## src/rtl/mem_req_arbiter.sv

```systemverilog
// mem_req_arbiter: round-robin share of one MC request/response port among NUM_REQ requesters, optional contention counter (MEM_ARB_STATS_EN); ports: req_* in / req_ack, rs_* out per requester, mc_rq_*/mc_rs_* to MC, outstanding/err/conf_cnt status
module mem_req_arbiter #(
  parameter int NUM_REQ = 4,
  parameter int ID_WID = 2,
  parameter int TAG_WID = 8,
  parameter int MC_RTNCTL_WIDTH = 32,
  parameter int MAX_OUTSTANDING = 8
) (
  input  logic                         clk,
  input  logic                         reset,
  input  logic [NUM_REQ-1:0]           req_vld,
  input  logic [3*NUM_REQ-1:0]         req_cmd,
  input  logic [4*NUM_REQ-1:0]         req_scmd,
  input  logic [48*NUM_REQ-1:0]        req_vadr,
  input  logic [2*NUM_REQ-1:0]         req_size,
  input  logic [TAG_WID*NUM_REQ-1:0]   req_tag,
  input  logic [64*NUM_REQ-1:0]        req_data,
  output logic [NUM_REQ-1:0]           req_ack,
  output logic [NUM_REQ-1:0]           rs_vld,
  output logic [2:0]                   rs_cmd,
  output logic [3:0]                   rs_scmd,
  output logic [TAG_WID-1:0]           rs_tag,
  output logic [63:0]                  rs_data,
  output logic [8*NUM_REQ-1:0]         outstanding,
  output logic                         err,
  output logic [31:0]                  conf_cnt,
  output logic                         mc_rq_vld,
  output logic [2:0]                   mc_rq_cmd,
  output logic [3:0]                   mc_rq_scmd,
  output logic [47:0]                  mc_rq_vadr,
  output logic [1:0]                   mc_rq_size,
  output logic [MC_RTNCTL_WIDTH-1:0]   mc_rq_rtnctl,
  output logic [63:0]                  mc_rq_data,
  output logic                         mc_rq_flush,
  input  logic                         mc_rq_stall,
  input  logic                         mc_rs_vld,
  input  logic [2:0]                   mc_rs_cmd,
  input  logic [3:0]                   mc_rs_scmd,
  input  logic [MC_RTNCTL_WIDTH-1:0]   mc_rs_rtnctl,
  input  logic [63:0]                  mc_rs_data,
  output logic                         mc_rs_stall
);
  logic [7:0] cnt [NUM_REQ];
  logic [NUM_REQ-1:0] elig;
  logic [ID_WID-1:0] rr_ptr, win, rs_id;
  logic [MC_RTNCTL_WIDTH-TAG_WID-1:0] rs_hi;
  logic load, found, rs_ok;
  assign mc_rq_flush = 1'b0;
  assign mc_rs_stall = 1'b0;
  for (genvar g = 0; g < NUM_REQ; g++) begin : g_req
    assign outstanding[8*g +: 8] = cnt[g];
    assign elig[g] = req_vld[g] && cnt[g] < 8'(MAX_OUTSTANDING);
  end
  always_comb begin
    win = rr_ptr;
    found = 1'b0;
    for (int k = 1; k <= NUM_REQ; k++) begin
      if (!found && elig[(int'(rr_ptr) + k) % NUM_REQ]) begin
        win = ID_WID'((int'(rr_ptr) + k) % NUM_REQ);
        found = 1'b1;
      end
    end
  end
  assign load = !reset && (!mc_rq_vld || !mc_rq_stall) && |elig;
  assign req_ack = load ? NUM_REQ'(1) << win : '0;
  // the whole field above the tag is treated as the ID so stray upper bits count as out of range
  assign rs_hi = mc_rs_rtnctl[MC_RTNCTL_WIDTH-1:TAG_WID];
  assign rs_id = rs_hi[ID_WID-1:0];
  assign rs_ok = mc_rs_vld && 64'(rs_hi) < 64'(NUM_REQ);
  always_ff @(posedge clk) begin
    if (reset) begin
      mc_rq_vld <= 1'b0;
      mc_rq_cmd <= '0;
      mc_rq_scmd <= '0;
      mc_rq_vadr <= '0;
      mc_rq_size <= '0;
      mc_rq_rtnctl <= '0;
      mc_rq_data <= '0;
      rs_vld <= '0;
      rs_cmd <= '0;
      rs_scmd <= '0;
      rs_tag <= '0;
      rs_data <= '0;
      err <= 1'b0;
      rr_ptr <= ID_WID'(NUM_REQ - 1);
      for (int i = 0; i < NUM_REQ; i++) cnt[i] <= '0;
    end else begin
      if (load) begin
        mc_rq_vld <= 1'b1;
        mc_rq_cmd <= req_cmd[3*win +: 3];
        mc_rq_scmd <= req_scmd[4*win +: 4];
        mc_rq_vadr <= req_vadr[48*win +: 48];
        mc_rq_size <= req_size[2*win +: 2];
        mc_rq_rtnctl <= MC_RTNCTL_WIDTH'({win, req_tag[TAG_WID*win +: TAG_WID]});
        mc_rq_data <= req_data[64*win +: 64];
        rr_ptr <= win;
      end else if (!mc_rq_stall) begin
        mc_rq_vld <= 1'b0;
      end
      rs_vld <= rs_ok ? NUM_REQ'(1) << rs_id : '0;
      if (rs_ok) begin
        rs_cmd <= mc_rs_cmd;
        rs_scmd <= mc_rs_scmd;
        rs_tag <= mc_rs_rtnctl[TAG_WID-1:0];
        rs_data <= mc_rs_data;
      end
      if (mc_rs_vld && !rs_ok) err <= 1'b1;
      // counts retire on the registered response so a freed slot is grantable the cycle after rs_vld
      for (int i = 0; i < NUM_REQ; i++) begin
        if (rs_vld[i] && !req_ack[i]) begin
          if (cnt[i] == '0) err <= 1'b1;
          else cnt[i] <= cnt[i] - 8'd1;
        end else if (req_ack[i] && !rs_vld[i]) begin
          cnt[i] <= cnt[i] + 8'd1;
        end
      end
    end
  end
`ifdef MEM_ARB_STATS_EN
  logic [31:0] conf_q;
  logic conf_hit;
  assign conf_hit = |(elig & (elig - NUM_REQ'(1))) || (mc_rq_vld && mc_rq_stall && |elig);
  assign conf_cnt = conf_q;
  always_ff @(posedge clk) begin
    if (reset) conf_q <= '0;
    else if (conf_hit && conf_q != '1) conf_q <= conf_q + 32'd1;
  end
`else
  assign conf_cnt = '0;
`endif
endmodule

```

## config.mk

```make
export PLATFORM = sky130hd
export DESIGN_NAME = mem_req_arbiter
export DESIGN_NICKNAME = d
export VERILOG_FILES = /design/src/rtl/mem_req_arbiter.sv
export SDC_FILE = /design/constraint.sdc
export NUM_CORES = 1
export LEC_CHECK = 0
export CAP_MARGIN = 0
export CORE_AREA = 5 5 360 362
export DETAILED_ROUTE_END_ITERATION = 7
export DIE_AREA = 0 0 365 367
export PLACE_DENSITY = 0.35
export SETUP_SLACK_MARGIN = 0.02
export SLEW_MARGIN = 20
export SYNTH_ARGS = -nofsm -noshare
export SYNTH_HDL_FRONTEND = slang
export SYNTH_SLANG_ARGS = --single-unit
```

## constraint.sdc

```tcl
create_clock -name clk -period 6.73 [get_ports clk]
set_input_delay 2.019 -clock clk [delete_from_list [all_inputs] [get_ports clk]]
set_output_delay 2.019 -clock clk [all_outputs]
set_load 0.02 [all_outputs]
```

Yosys cells after proc, flatten, opt, wreduce, memory -nomap -nowiden
Memory sizes are Yosys's and may differ from the RTL's. Index checks and enable logic that the tools add are counted.

Memories kept: 1. Output and inout bits: 308. Bits in writable memories: 32. Bits in latches: 0. Input bits: 627. ROM bits: 0. Word-level logic and storage cells: 179. Register bits after elaboration: 218.

Memories: cnt (words 4, width 8, read ports 4, clocked after Yosys merged registers in 0, wr ports 4, line 43) `logic [7:0] cnt [NUM_REQ];`.

Add/subtract/negate cells: 12. Reductions and logical operators: 45. $lt $le $gt $ge: 9. Multipliers: 2. Muxes and demuxes: 74. Shifts and indexed selects: 8. Eq/ne operators: 1. Div/mod/pow operators: 0. Bitwise operators: 13.

Operators by type and width (count): 256-bit by 9-bit variable part select with 64-bit output (1); 192-bit by 9-bit variable part select with 48-bit output (1); 8-bit two-way mux (8); 1-bit two-way mux (57); 8-bit by 1-bit adder with 8-bit output (second input constant) (4); 8-bit logical NOT (4); 8-bit by 4-bit less-than comparator with 1-bit output (second input constant) (4); 32-bit by 6-bit variable part select with 8-bit output (1); 8-bit by 1-bit subtractor with 8-bit output (second input constant) (4); 24-bit by 3-bit less-than comparator with 1-bit output (second input constant) (1); 1-bit logical AND (19); 3-bit by 4-bit less-than comparator with 1-bit output (second input constant) (4); 16-bit by 5-bit variable part select with 4-bit output (1); 1-bit logical NOT (15); 12-bit by 5-bit variable part select with 3-bit output (1); 2-bit OR reduction (5); 1-bit binary-select mux with 2-bit select (4); 2-bit by 2-bit multiplier with 4-bit output (first input constant) (2); 2-bit two-way mux (4); 1-bit bitwise OR (8); 8-bit by 4-bit variable part select with 2-bit output (1); 1-bit by 2-bit << shifter with 4-bit output (first input constant) (2); 2-bit by 1-bit adder with 2-bit output (second input constant) (2); 2-bit adder (second input constant) (2); 6 further kinds (9).

Longest topological paths before layout
Word-level depth: 27. Depth in mapped cells: 18. Mapped depth without buffers: 15.

Worst setup path before layout
No wires, ideal clock.

Path type: input to output. Start point: input req_vld[1]. End point: output req_ack[2]. Required time: 4.711 ns. Slack: 0.851 ns. Stages on the path: 8. Data arrival time: 3.860 ns. Buffers on the path: 3. Cells stage by stage: nor2b_1 and2_1 and3_1 or3_1 buf_4 buf_6 clkbuf_1 nor3_1.

Longest elaborated chain between the ends: 16. Elaborated cells between the ends (all ways): 30. Classes of those cells: shift (1); mux (20); reduce/logical (9).

RTL lines: start, declared (line 11) `input logic [NUM_REQ-1:0] req_vld,`; 1-bit logical AND (*) (line 52) `assign elig[g] = req_vld[g] && cnt[g] < 8'(MAX_OUTSTANDING);`; 1-bit binary-select mux with 2-bit select (line 58) `if (!found && elig[(int'(rr_ptr) + k) % NUM_REQ]) begin`; 1-bit two-way mux (not written as such) (2 in series) (line 58); 1-bit two-way mux (line 58); 1-bit logical NOT (line 58); 1-bit logical AND (line 58); 1-bit two-way mux (line 58); 1-bit logical NOT (line 58); 1-bit logical AND (line 58); 1-bit two-way mux (line 58); 1-bit logical NOT (line 58); 1-bit logical AND (line 58); 2-bit two-way mux (line 58); 1-bit by 2-bit << shifter with 4-bit output (line 65) `assign req_ack = load ? NUM_REQ'(1) << win : '0;`; 4-bit two-way mux (*) (line 65); end, declared (line 18) `output logic [NUM_REQ-1:0] req_ack,`.

Every way passes the cells marked *; elsewhere a longest branch is shown, timed or not. The select of a mux whose other input is x is not followed.

Worst setup path in the final report
Start point: input req_vld[3]. End point: output req_ack[2].

The elaborated chain is that of the path after synthesis.

==> metrics <==
starting density of the core=10.8%; r2r setup slk=2.02 ns; final WL=101000 µm; CP Capture Type=primary output; Slew HR=30.6%; Slew Limit Fails=0; stages on the worst setup path=10; Synth Register Bits=250; CTS tree=yes; Die W=365 µm; Crit path required time=4.71 ns; Post-Route Skew=0.0345 ns; Mapped Cells=1579; fmax=155 MHz; DR WL/cell=24.4 µm; dpl cells=4040; Worst R2R Path Depth=16; RSZ-0062 raised after global routing=no; clock sink total=250; post-route ant nets=0; gpl congestion=0.786; clk slew on worst S/H paths=0.05 ns; Top Ports=935; first-pass GRT wire length=132000 µm; vias in the first global route=15500; buffer and inverter count on the worst path=5; Critical Path Source=req_vld[3]; sw power=1.60 mW; final worst path period need=6.45 ns; setup slack after layout=0.279 ns; Crit path max-delay family=buffers and inverters; die area=134000 µm²; most frequent cells in the layout=clkdlybuf4s50_1, a21oi_1, dfxtp_1; Seq pwr share=33.0%; Area growth, synth to finish=86.8%; most common cell after layout, fill and taps aside=clkdlybuf4s50_1; Root Driver=clkbuf_16; gr ovfl total=0; Fin. Hold Viols=0; # H-tree levels=2; CP max FO=9; 1st-iter DRT viols=606; largest net degree at the start of global routing=155; Max stage delay on crit path=0.47 ns; Critical Path AT=4.43 ns; Crit-path slowest cell=nor3_1; FILL cells=14100; post-synthesis cell type with the largest combined area=dfxtp_1; Synth Cell Area=13600 µm²; hold crit path type=flop to flop; Final setup viols=0; Post-synth top flop=dfxtp_1; Vias=15300; die height=367 µm; synthesis warning total=0; layout cells sized above 1=10.6%; Gate power share=28.3%; Final Util=20.2%; Reg-to-Reg Start=cnt[1][7]$_SDFFCE_PN0P_; Setup Slack @ Placement=0.133 ns; crit-path cells=clkdlybuf4s50_1, nor4b_2, buf_4, and2_1, nor3_1, or2_4, buf_4, nor3_1, buf_4, buf_12; Clock power frac=38.7%; Tcrit/Tclk final=95.9%; PortBufs=878; Layout Nets=3067; Layout Cells excl Fill=4122; initial antenna violation count=43; clk_lat worst skew=0.60 ns; ranking of synthesized cells by area=dfxtp_1, mux2_2, o22ai_1; Slew @ Worst Pin=1.04 ns; CP Class=input pin to primary output; crit path launch type=input pin; PwrDens=200 nW/µm²; Int Power=3.50 mW; Mapped Avg Cell Area=8.63 µm²; Distinct cells, synth=60; worst setup path endpoint=req_ack[2]; EDFF count, synth=32; Synth top area share=32.0%; Clock Path Buffers=3; outcome=complete, no violations; DRC viols=0; first drt pass iteration count=4; crit-path most repeated cell=buf_4; Seq/Total Area, Yosys=39.1%; Max IR drop VDD=0.000133 V; Post-synth ARST share=0%; R2R Path End=cnt[0][7]$_SDFFCE_PN0P_; row cnt=131; Sw Share=31.4%; core area=126000 µm²; PnR Total Power=5.10 mW; number of CTS-inserted buffers=37; P_leak=8.76 nW; total negative setup slack=0 ns; total track usage=14.0%; HPWL after DPL=79700 µm; # Max-Cap Violations=0; drt via density=3.70
worst register-to-register path, delay by kind of cell, from the launching register on:
family,cells,cell delay [ns]
xor gates and xnor gates,1,0.19
buffers and inverters,2,0.39
AOI/OAI and AO/OA,6,1.55
muxes,1,0.22
and+or+nand+nor,5,1.30
adders and majority gates,1,0.34
DFF,1,0.46
flip-flops by register name, summed over array words and instances (netlist names):
| name | flops |
|---|---|
| mc_rq_data | 64 |
| rs_data | 64 |
| mc_rq_vadr | 48 |
| cnt | 32 |
| mc_rq_rtnctl | 10 |
| rs_tag | 8 |
| mc_rq_scmd | 4 |
| rs_scmd | 4 |
| rs_vld | 4 |
| mc_rq_cmd | 3 |
| rs_cmd | 3 |
| mc_rq_size | 2 |
| rr_ptr | 2 |
| err | 1 |
| mc_rq_vld | 1 |
cell type report:
cell class / count / area (µm²) / area share (%)
Timing Repair Buffer: 930 / 9280 / 36.4
Multi-Input combinational cell: 1182 / 7480 / 29.4
Sequential cell: 250 / 5330 / 20.9
Tap cell: 1662 / 2080 / 8.17
Clock buffer: 62 / 1100 / 4.32
Clock inverter: 5 / 103 / 0.403
Inverter: 16 / 60.1 / 0.236
Antenna cell: 15 / 37.5 / 0.147
synthesized netlist by cell type, drive strengths merged, types with 4 or more instances:
cell and n:
a21o 14, a21oi 220, a31o 4, buf 112, clkbuf 74, dfxtp 218, edfxtp 32, ha 20
inv 16, mux2 126, nand2 188, nand3 17, nand3b 23, nor2 73, nor2b 108, nor3 11
nor3b 4, nor4 11, nor4b 4, o221ai 23, o22ai 210, or3 4, xnor2 11, xor2 8
power by group through the flow:
stage	registers [mW]	clock network, mW	logic, mW
final	1.68	1.97	1.45
after global routing	1.70	2.14	1.54
after CTS	1.68	2.10	1.48
after detailed placement	1.71	0	1.47
after global placement	1.71	0	1.48
after floorplan	1.83	0	0.507
logic make-up (layout without fill, tap and decap cells):
group,Yosys count,after routing,synth area share (%)
compound gates,495,495,21.8
xor+xnor,19,19,1.22
fa+ha+maj,23,23,2.28
buf+inv,202,1013,7.98
flops,250,250,39.1
mux,129,129,10.6
other cells,1,71,0.0275
simple gates,460,460,17.0
metal layers:
metal	up-vias	global-route usage (%)	wire, µm
li1	7326	-	-
met1	7152	15.9	39600
met2	646	24.6	48800
met3	118	5.90	10100
met4	26	2.94	1940
met5	-	0	149
worst min path at each step:
stage | startpoint | to | slack (ns) | cells past startpoint
after floorplan | rr_ptr[0]$_SDFFE_PP1P_ | rr_ptr[0]$_SDFFE_PP1P_ | 0.49 | 2
after global placement | rs_data[54]$_SDFFE_PP0P_ | rs_data[54]$_SDFFE_PP0P_ | 0.44 | 2
after detailed placement | rs_data[19]$_SDFFE_PP0P_ | rs_data[19]$_SDFFE_PP0P_ | 0.45 | 2
after CTS | rs_data[19]$_SDFFE_PP0P_ | rs_data[19]$_SDFFE_PP0P_ | 0.45 | 2
after global routing | rs_data[10]$_SDFFE_PP0P_ | rs_data[10]$_SDFFE_PP0P_ | 0.48 | 2
final | rs_data[53]$_SDFFE_PP0P_ | rs_data[53]$_SDFFE_PP0P_ | 0.45 | 2
repair_timing:
action | 4_1_cts | 5_1_grt
hold buffers | 0 | 0
setup endpoints to repair | 0 | 1
setup buffers | 0 | 0
gates resized for setup | 0 | 1
per-stage QoR:
| step | instance area, µm² | hold WS, ns |
|---|---|---|
| 2_1_floorplan | 13800 | 0.489 |
| 3_3_place_gp | 24200 | 0.443 |
| 6_report | 25500 | 0.452 |
| 5_1_grt | 25400 | 0.475 |
| 4_1_cts | 25400 | 0.455 |
| 3_5_place_dp | 24200 | 0.447 |
Power figures use the tool's default switching activity.
